## src/rtl/id_ex_ctrl_pipe.sv

```systemverilog
`default_nettype none
// ============================================================================
//  Module   : id_ex_ctrl_pipe
//  Purpose  : DEPTH-stage ID/EX control-word pipe with per-stage valid bits,
//             stall, flush and a registered occupancy count.
//  Option   : ID_EX_CTRL_PIPE_STALL_CNT_EN adds a saturating stall-cycle counter.
//  Revision : 1.0 - initial release
// ============================================================================
module id_ex_ctrl_pipe #(
    parameter int               WIDTH     = 4,
    parameter int               DEPTH     = 1,
    parameter logic [WIDTH-1:0] NOP_VALUE = '0
) (
    input  logic                       clk,
    input  logic                       rst,
    input  logic                       stall,
    input  logic                       flush,
    input  logic                       in_valid,
    input  logic [WIDTH-1:0]           in,
    output logic [WIDTH-1:0]           out,
    output logic                       out_valid,
    output logic [$clog2(DEPTH+1)-1:0] occupancy,
    output logic [15:0]                stall_cnt
);

    localparam int c_OCC_W = $clog2(DEPTH+1);

    logic [WIDTH-1:0]   r_stage [DEPTH];
    logic               r_valid [DEPTH];
    logic [c_OCC_W-1:0] r_occ;
    logic [c_OCC_W-1:0] w_occ_next;

    // A full pipe retires its last stage while loading stage0, so no overflow.
    assign w_occ_next = r_occ + c_OCC_W'(in_valid) - c_OCC_W'(r_valid[DEPTH-1]);

    always_ff @(posedge clk or posedge rst) begin
        if (rst) begin
            for (int k = 0; k < DEPTH; k++) begin
                r_stage[k] <= NOP_VALUE;
                r_valid[k] <= 1'b0;
            end
            r_occ <= '0;
        end else if (flush) begin
            for (int k = 0; k < DEPTH; k++) begin
                r_stage[k] <= NOP_VALUE;
                r_valid[k] <= 1'b0;
            end
            r_occ <= '0;
        end else if (!stall) begin
            r_stage[0] <= in_valid ? in : NOP_VALUE;
            r_valid[0] <= in_valid;
            for (int k = 1; k < DEPTH; k++) begin
                r_stage[k] <= r_stage[k-1];
                r_valid[k] <= r_valid[k-1];
            end
            r_occ <= w_occ_next;
        end
    end

    assign out       = r_stage[DEPTH-1];
    assign out_valid = r_valid[DEPTH-1];
    assign occupancy = r_occ;

`ifdef ID_EX_CTRL_PIPE_STALL_CNT_EN
    logic [15:0] r_stall_cnt;

    // Saturates rather than wraps; only reset clears it.
    always_ff @(posedge clk or posedge rst) begin
        if (rst) begin
            r_stall_cnt <= 16'h0000;
        end else if (stall && !flush && (r_stall_cnt != 16'hFFFF)) begin
            r_stall_cnt <= r_stall_cnt + 16'h0001;
        end
    end

    assign stall_cnt = r_stall_cnt;
`else
    assign stall_cnt = 16'h0000;
`endif

endmodule
`default_nettype wire

```

## config.mk

```make
export PLATFORM = sky130hd
export DESIGN_NAME = id_ex_ctrl_pipe
export DESIGN_NICKNAME = d
export VERILOG_FILES = /design/src/rtl/id_ex_ctrl_pipe.sv
export SDC_FILE = /design/constraint.sdc
export NUM_CORES = 1
export LEC_CHECK = 0
export ABC_AREA = 1
export ABC_CLOCK_PERIOD_IN_PS = 900
export CORE_AREA = 2 2 39 41
export DETAILED_ROUTE_END_ITERATION = 6
export DIE_AREA = 0 0 41 43
export PLACE_DENSITY = 0.86
export SLEW_MARGIN = 15
export SYNTH_ARGS = -nofsm -noshare
export SYNTH_HDL_FRONTEND = slang
export SYNTH_SLANG_ARGS = --single-unit
```

## constraint.sdc

```tcl
create_clock -name clk -period 0.9 [get_ports clk]
set_clock_uncertainty 0.05 [all_clocks]
set_input_delay 0.27 -clock clk [delete_from_list [all_inputs] [get_ports clk]]
set_output_delay 0.27 -clock clk [all_outputs]
set_load 0.02 [all_outputs]
```

==> results of run 1 <==
worst max-delay path by stage:
stage / from / end / slack [ps] / cells past startpoint
6_report: out_valid$_DFFE_PP0P_ / out_valid / -200 / 1
5_1_grt: out_valid$_DFFE_PP0P_ / out_valid / -230 / 1
4_1_cts: out_valid$_DFFE_PP0P_ / out_valid / -210 / 1
3_5_place_dp: flush / out[1]$_DFFE_PP0P_ / -430 / 4
3_3_place_gp: in_valid / occupancy$_DFFE_PP0P_ / -360 / 6
2_1_floorplan: out_valid$_DFFE_PP0P_ / occupancy$_DFFE_PP0P_ / 6 / 5
state kept, by name (all words and copies together) (netlist names):
| register | cells |
|---|---|
| out_valid | 1 |
| occupancy | 1 |
| out | 4 |
power breakdown:
group / total (uW) / internal [uW] / switching [uW]
sequential: 293 / 284 / 9.25
combinational: 218 / 81.9 / 136
clock: 261 / 168 / 93.2
what timing repair did:
item                                    in CTS  in global routing
pin swaps                                    2                  0
endpoints found under the setup margin      12                  8
gates resized for setup                     45                  2
setup buffers                                0                  2
hold buffers                                 0                  0
metrics by stage:
step,instance area [um^2],std cells
2_1_floorplan,459,66
3_3_place_gp,522,83
3_5_place_dp,522,83
4_1_cts,571,87
5_1_grt,597,89
6_report,597,89
cells in the mapped netlist (all sizes together):
master,n
buf,16
conb,1
dfrtp,6
inv,9
nand2,4
nand3,5
nand4,1
nor2,4
o21ai,4
o31ai,1
final cells by class:
class,instances,area (um^2)
fill,156,787
inverter,9,36.3
timing repair buffer,19,181
clock buffer,4,26.3
sequential,6,151
tap,16,20.0
multi-input combinational,35,181
kinds of logic (layout without fill, tap and decap cells):
family | count (synthesis) | after routing | synth area share (%)
flops | 6 | 6 | 37.4
buf+inv | 25 | 32 | 38.3
simple gates | 14 | 14 | 16.5
compound gates | 5 | 5 | 6.85
other cells | 1 | 16 | 0.934
per-layer routing:
layer	global-route usage, %	vias to the layer above
met3	1.57	0
met2	19.1	23
li1	-	168
met1	11.2	164
met4	4.00	0
met5	0	-
==> results_dict.tcl, run 1 <==
set metrics [dict create \
    overflow 0 \
    worst_setup_path_start_kind "flip-flop" \
    yosysWarnings 0 \
    row_count 14 \
    slowest_stage "dfrtp_2" \
    dieArea_um2 1760 \
    slowest_delay_ps 410 \
    antenna_found_initial 0 \
    syn_area_um2 402 \
    ff2ff_path_depth 6 \
    io_pins 31 \
    cts_buffers 3 \
    die_w_um 41 \
    grt_pass1_vias 328 \
    drt_iter0_markers 10 \
    grt_max_degree 7 \
    cp-end-kind "output pin" \
    reg2reg_to "occupancy$_DFFE_PP0P_" \
    cp_data_arrival_time_ps 780 \
    violations "setup timing" \
    route.detailed.drc 0 \
    gp_congestion 0.716 \
    post-place-ws_ps -427 \
    routed_via_density 3.99 \
    crit_fanout 2 \
    vdd_drop_max_uv 681 \
    p_per_area_nw_per_um2 1290 \
    postRouteAntennaNets 0 \
    setup_violations 7 \
    hold_path_class "input port to asynchronous set/reset pin" \
    holdWs_ps 189 \
    rr_startpoint "out_valid$_DFFE_PP0P_" \
    fin_crit_sh_pct 122 \
    synth_top_cell_by_area "dfrtp_1" \
    setup_tns_ps -1190 \
    p_leak_uw 0.000326 \
    met2_wirelength_um 466 \
    clk_latency_ps 240 \
    portBuffers 14 \
    crit_chain "buf_6" \
    synthDistinctLibCells 12 \
    routedWlPerCell_um 8.90 \
    synth.top_cells.by_area "dfrtp_1 37%, buf_4 30%, inv_1 7.5%" \
    diodes 0 \
    crit_family "flip-flops" \
    syn_to_final_growth_pct 48.6 \
    power_uw 772 \
    dr.pass1.iters 4 \
    cp.buffers_inverters 1 \
    wl_met3_um 68 \
    grt_usage_pct 10.5 \
    postSynthCellCount 51 \
    nNetsFinal 83 \
    routed.top_layer "met3" \
    crit_required_ps 580 \
    finalWirelength_um 792 \
    maxCapViolCount 0 \
    wirelength_met1_um 257 \
    start_util_pct 29.0 \
    finalWorstSetupSlack_ps -200 \
    layout-drive-gt1-share_pct 30.1 \
    layout_commonest_cell "conb_1" \
    ys_ff_latch 6 \
    dp_hpwl_um 614 \
    fin_util_pct 43.1 \
    grt_pass1_wl_um 1260 \
    timing.final.crit_period_ps 1100 \
    dr_total_vias 355 \
    regToRegSetupSlack_ps -100 \
    htree_levels 1 \
    synth_area_per_cell_um2 7.88 \
    die_h_um 43 \
    clock-sinks 6 \
    crit_type "flip-flop to output pin" \
    core_um2 1380 \
    cts_root_buf "clkbuf_4" \
    clk_pin_slew_ps 50 \
    hold_viol 0 \
    synth_top_cell_area_share_pct 37.4 \
    final_cell_mix "16 x conb_1, 6 x inv_1, 6 x buf_6" \
    outcome "finished with violations" \
    clock_path_buffers 2 \
    slew_violations 0 \
    yosysSeqAreaShare_pct 37.4 \
    cts_tree "done" \
    grt_setup_unrepaired "true" \
    fmaxAchievable_mhz 909 \
]
(Power assumes the default switching activity.)
==> inputs of run 2 (changes only) <==
--- a/config.mk
+++ b/config.mk
@@ -10,6 +10,7 @@
 export CORE_AREA = 2 2 39 41
 export DETAILED_ROUTE_END_ITERATION = 6
 export DIE_AREA = 0 0 41 43
+export GPL_TIMING_DRIVEN = 0
 export PLACE_DENSITY = 0.86
 export SLEW_MARGIN = 15
 export SYNTH_ARGS = -nofsm -noshare
==> run 2 against run 1 <==
Compared with the run above:
- the run still ends with setup timing left
- final cell count grew 17%
- via count up 2.8%
- hold slack gained 7.1 ps
- sequential share of layout area is 3.6 points lower
- critical path depth stayed put
- first-iteration DRC count is 90% lower
- power grew 7.0%
- count of clock-buffer cells in the layout did not move
- core utilization is 7.1 points higher
- routed wire length grew 1.5%
- clock power grew 5%
==> results_dict.tcl, run 2 (same netlist as run 1, synthesis figures left out) <==
set metrics [dict create \
    clock-sinks 6 \
    clk_latency_ps 250 \
    p_per_area_nw_per_um2 1190 \
    route.detailed.drc 0 \
    grt_max_degree 7 \
    regToRegSetupSlack_ps -110 \
    largest_register_ffs 4 \
    setup_violations 7 \
    final_cell_mix "20 x buf_4, 16 x conb_1, 7 x inv_1" \
    grt_pass1_wl_um 1110 \
    routedWlPerCell_um 7.73 \
    slew_violations 0 \
    routed_via_density 3.51 \
    slowest_delay_ps 410 \
    drt_iter0_markers 1 \
    placedCellCount 96 \
    violations "setup timing" \
    reg2reg_to "occupancy$_DFFE_PP0P_" \
    crit_required_ps 580 \
    core_um2 1380 \
    rr_startpoint "out_valid$_DFFE_PP0P_" \
    hold_viol 0 \
    hold_path_class "input port to asynchronous set/reset pin" \
    syn_to_final_growth_pct 72.9 \
    slowest_stage "dfrtp_2" \
    start_util_pct 29.0 \
    ff2ff_path_depth 6 \
    dr_total_vias 365 \
    maxCapViolCount 0 \
    cts_hold_buf 0 \
    grt_pass1_vias 296 \
    clock_path_buffers 2 \
    crit_type "flip-flop to output pin" \
    holdWs_ps 196 \
    portBuffers 14 \
    timing.final.crit_period_ps 1110 \
    postRouteAntennaNets 0 \
    regArea_um2 151 \
    fmaxAchievable_mhz 901 \
    layout_commonest_cell "buf_4" \
    die_w_um 41 \
    num-fill-cells 146 \
    crit_family "flip-flops" \
    row_count 14 \
    cp_data_arrival_time_ps 790 \
    finalWorstSetupSlack_ps -209 \
    path_depth 1 \
    antenna_found_initial 0 \
    die_h_um 43 \
    cts_buffers 3 \
    outcome "finished with violations" \
    cp.buffers_inverters 1 \
    worst_setup_path_start_kind "flip-flop" \
    clk_pin_slew_ps 50 \
    multi_input_area_um2 169 \
    dr.pass1.iters 2 \
    overflow 0 \
    cp-end-kind "output pin" \
    cts_tree "done" \
    cts_root_buf "clkbuf_4" \
    grt_setup_unrepaired "true" \
    finalWirelength_um 804 \
    p_leak_uw 0.000405 \
    grt_usage_pct 9.49 \
    crit_chain "buf_6" \
    crit_path_end "out_valid" \
    place_area_um2 619 \
    diodes 0 \
    io_pins 31 \
    final_area_um2 694 \
    htree_levels 1 \
    vdd_drop_max_uv 717 \
    nNetsFinal 98 \
    fin_crit_sh_pct 123 \
    worstSetupStartpoint "out_valid$_DFFE_PP0P_" \
    crit_fanout 2 \
    final_cells 104 \
    post-place-ws_ps -422 \
    dieArea_um2 1760 \
    layout-drive-gt1-share_pct 39.8 \
    gp_congestion 0.768 \
]
-- run 2: cell count changes in the layout (fill, tap and decap cells not counted) --
cell,delta
o21ai_1,+1
buf_4,+15
o31ai_2,+1
inv_1,+1
o21ai_2,-1
o31ai_4,-1
inv_4,-1
-- run 2: per-stage QoR --
step           power (uW)  TNS (ps)  utilization [%]
2_1_floorplan         460         0                -
3_3_place_gp          530     -4460             44.8
3_5_place_dp          533     -4590             44.8
4_1_cts               824     -1280             49.3
5_1_grt               876     -1490             50.2
6_report              827     -1240             50.2
-- run 2: per-layer routing --
layer  global-route usage [%]  up-vias  share of wire, %
met1                     10.5      150                34
met4                     2.00        0                 0
li1                         -      202                 -
met5                        0        -                 0
met2                     15.6       13                58
met3                     4.71        0               7.8
-- run 2: power by group --
part / internal, uW / switching (uW)
registers: 284 / 9.61
clock network: 168 / 106
logic: 123 / 136
total: 575 / 251
-- run 2: worst min path at each step --
| stage | slack, ps | startpoint | end | depth (start not counted) |
|---|---|---|---|---|
| floorplan | 10 | rst | occupancy$_DFFE_PP0P_ | 1 |
| global placement | 450 | rst | out[3]$_DFFE_PP0P_ | 2 |
| detailed placement | 460 | rst | out[2]$_DFFE_PP0P_ | 2 |
| CTS | 200 | rst | out[0]$_DFFE_PP0P_ | 2 |
| global route | 220 | rst | occupancy$_DFFE_PP0P_ | 2 |
| finish | 200 | rst | out[0]$_DFFE_PP0P_ | 2 |
-- run 2: final cells by class --
type	instances	area share, %
timing repair buffer	18	25.0
multi-input combinational	35	24.3
sequential	6	21.8
buffer	16	17.3
inverter	9	4.86
clock buffer	4	3.78
tap	16	2.88
-- run 2: repair_timing --
action                     CTS  global route
setup endpoints to repair   12             8
pin swaps                    2             1
gates resized for setup     42             1
buffers inserted             3             1
-- run 2: worst register-to-register path: cells and delay by family (launching register included) --
family                 cells  cell delay [ps]
buffers and inverters      1              150
and+or+nand+nor            5              350
DFF                        1              410
==> inputs of run 3 (changes only) <==
--- a/config.mk
+++ b/config.mk
@@ -8,6 +8,7 @@
 export ABC_AREA = 1
 export ABC_CLOCK_PERIOD_IN_PS = 900
 export CORE_AREA = 2 2 39 41
+export CTS_BUF_LIST = sky130_fd_sc_hd__clkbuf_8 sky130_fd_sc_hd__clkbuf_16
 export DETAILED_ROUTE_END_ITERATION = 6
 export DIE_AREA = 0 0 41 43
 export GPL_TIMING_DRIVEN = 0
@@ -16,3 +17,4 @@
 export SYNTH_ARGS = -nofsm -noshare
 export SYNTH_HDL_FRONTEND = slang
 export SYNTH_SLANG_ARGS = --single-unit
+export TNS_END_PERCENT = 50
==> run 3 against run 2 <==
Compared with the run above:
- the run still ends with setup timing left
- sequential share of layout area fell by 0.42 points
- design area is 2.0% higher
- power grew 17%
- routed wire length increased by 0.37%
- critical endpoint unchanged
- count of clock-buffer cells in the layout decreased by 1
- final cell count shrank 0.96%
==> results_dict.tcl, run 3 (same netlist as run 1, synthesis figures left out) <==
set metrics [dict create \
    slew_violations 0 \
    outcome "finished with violations" \
    dieArea_um2 1760 \
    p_int_uw 699 \
    combPwrFrac_pct 26.7 \
    power_uw 967 \
    gp_congestion 0.768 \
    htree_levels 1 \
    grt_pass1_vias 294 \
    worst_setup_path_start_kind "flip-flop" \
    grt_usage_pct 9.29 \
    grt_setup_unrepaired "true" \
    syn_to_final_growth_pct 76.3 \
    power_frac_seq_pct 30.4 \
    die_w_um 41 \
    drt_iter0_markers 1 \
    row_count 14 \
    portBuffers 14 \
    slowest_delay_ps 400 \
    cts_tree "done" \
    fin_util_pct 51.2 \
    start_util_pct 29.0 \
    clk_latency_ps 220 \
    routedWlPerCell_um 7.83 \
    timing.final.crit_period_ps 1080 \
    route.detailed.drc 0 \
    vdd_drop_max_uv 1100 \
    layout_commonest_cell "buf_4" \
    dr_total_vias 357 \
    clock-sinks 6 \
    hold_viol 0 \
    finalWorstSetupSlack_ps -180 \
    clk_pin_slew_ps 40 \
    die_h_um 43 \
    cp.buffers_inverters 1 \
    grt_max_degree 7 \
    postRouteAntennaNets 0 \
    antenna_found_initial 0 \
    crit_type "flip-flop to output pin" \
    largest_register_ffs 4 \
    diodes 0 \
    cts_buffers 3 \
    p_leak_uw 0.000412 \
    cp-end-kind "output pin" \
    fin_crit_sh_pct 120 \
    cts_root_buf "clkbuf_8" \
    crit_family "flip-flops" \
    crit_required_ps 580 \
    p_per_area_nw_per_um2 1370 \
    hold_path_class "input port to asynchronous set/reset pin" \
    violations "setup timing" \
    maxCapViolCount 0 \
    clkPwrFrac_pct 42.9 \
    crit_chain "buf_6" \
    switchingPower_uw 268 \
    layout-drive-gt1-share_pct 40.2 \
    swShare_pct 27.7 \
    crit_fanout 2 \
    final_cell_mix "19 x buf_4, 16 x conb_1, 8 x inv_1" \
    io_pins 31 \
    dr.pass1.iters 2 \
    fmaxAchievable_mhz 926 \
    setup_violations 7 \
    num-fill-cells 140 \
    finalWirelength_um 807 \
    clock_path_buffers 2 \
    nNetsFinal 97 \
    cts_hold_buf 0 \
    routed_via_density 3.47 \
    grt_pass1_wl_um 1080 \
    cp_data_arrival_time_ps 760 \
    core_um2 1380 \
    overflow 0 \
    slowest_stage "dfrtp_2" \
]
-- run 3: repair_timing --
action | CTS | global route
pin swaps | 1 | 1
resized for setup | 41 | 3
endpoints found under the setup margin | 12 | 8
buffers inserted | 3 | 0
-- run 3: worst paths after layout --
path / start / endpoint / slack, ps / cells after the start
worst max-delay path: out_valid$_DFFE_PP0P_ / out_valid / -180 / 1
worst min-delay path: rst / out[0]$_DFFE_PP0P_ / 220 / 2
worst max register to register: out_valid$_DFFE_PP0P_ / occupancy$_DFFE_PP0P_ / -120 / 6
worst min register to register: out[3]$_DFFE_PP0P_ / out[3]$_DFFE_PP0P_ / 510 / 2
max in group asynchronous: rst / out_valid$_DFFE_PP0P_ / 370 / 2
min in group clk: flush / out_valid$_DFFE_PP0P_ / 380 / 2
-- run 3: worst reg2reg max path, cell delays in order (launching register included) --
cell and delay (ps):
dfrtp_2 400, buf_4 150, inv_1 80, nand2_1 60, nand4_1 60, nand2_1 50, nor2_1 90
-- run 3: cell type report --
class	instances	area (um^2)	area share, %
Inverter	9	33.8	4.77
Timing Repair Buffer	17	166	23.5
Multi-Input combinational cell	35	171	24.2
Clock inverter	1	3.75	0.530
Tap cell	16	20.0	2.83
Sequential cell	6	151	21.4
Clock buffer	3	41.3	5.83
Buffer	16	120	17.0
-- run 3: routing by layer --
layer	vias to the layer above	wire (um)	track usage (%)
li1	199	-	-
met1	145	269	9.84
met2	13	475	15.6
met3	0	63	4.71
met4	0	0	2.00
met5	-	0	0
-- run 3: through the flow --
stage | instance area (um^2) | hold slack, ps | setup TNS (ps) | instances | setup slack, ps
after floorplan | 459 | 10.9 | 0 | 66 | 6.41
after global placement | 619 | 446 | -4460 | 96 | -413
after detailed placement | 619 | 460 | -4590 | 96 | -422
after CTS | 698 | 225 | -1110 | 103 | -178
after global routing | 708 | 257 | -1310 | 103 | -220
final | 708 | 223 | -1090 | 103 | -180
-- run 3: power groups by stage --
stage | clock, uW | sequential [uW] | combinational [uW]
floorplan | 0 | 313 | 147
global placement | 0 | 297 | 233
detailed placement | 0 | 298 | 235
CTS | 419 | 295 | 251
global route | 437 | 296 | 281
finish | 415 | 294 | 258
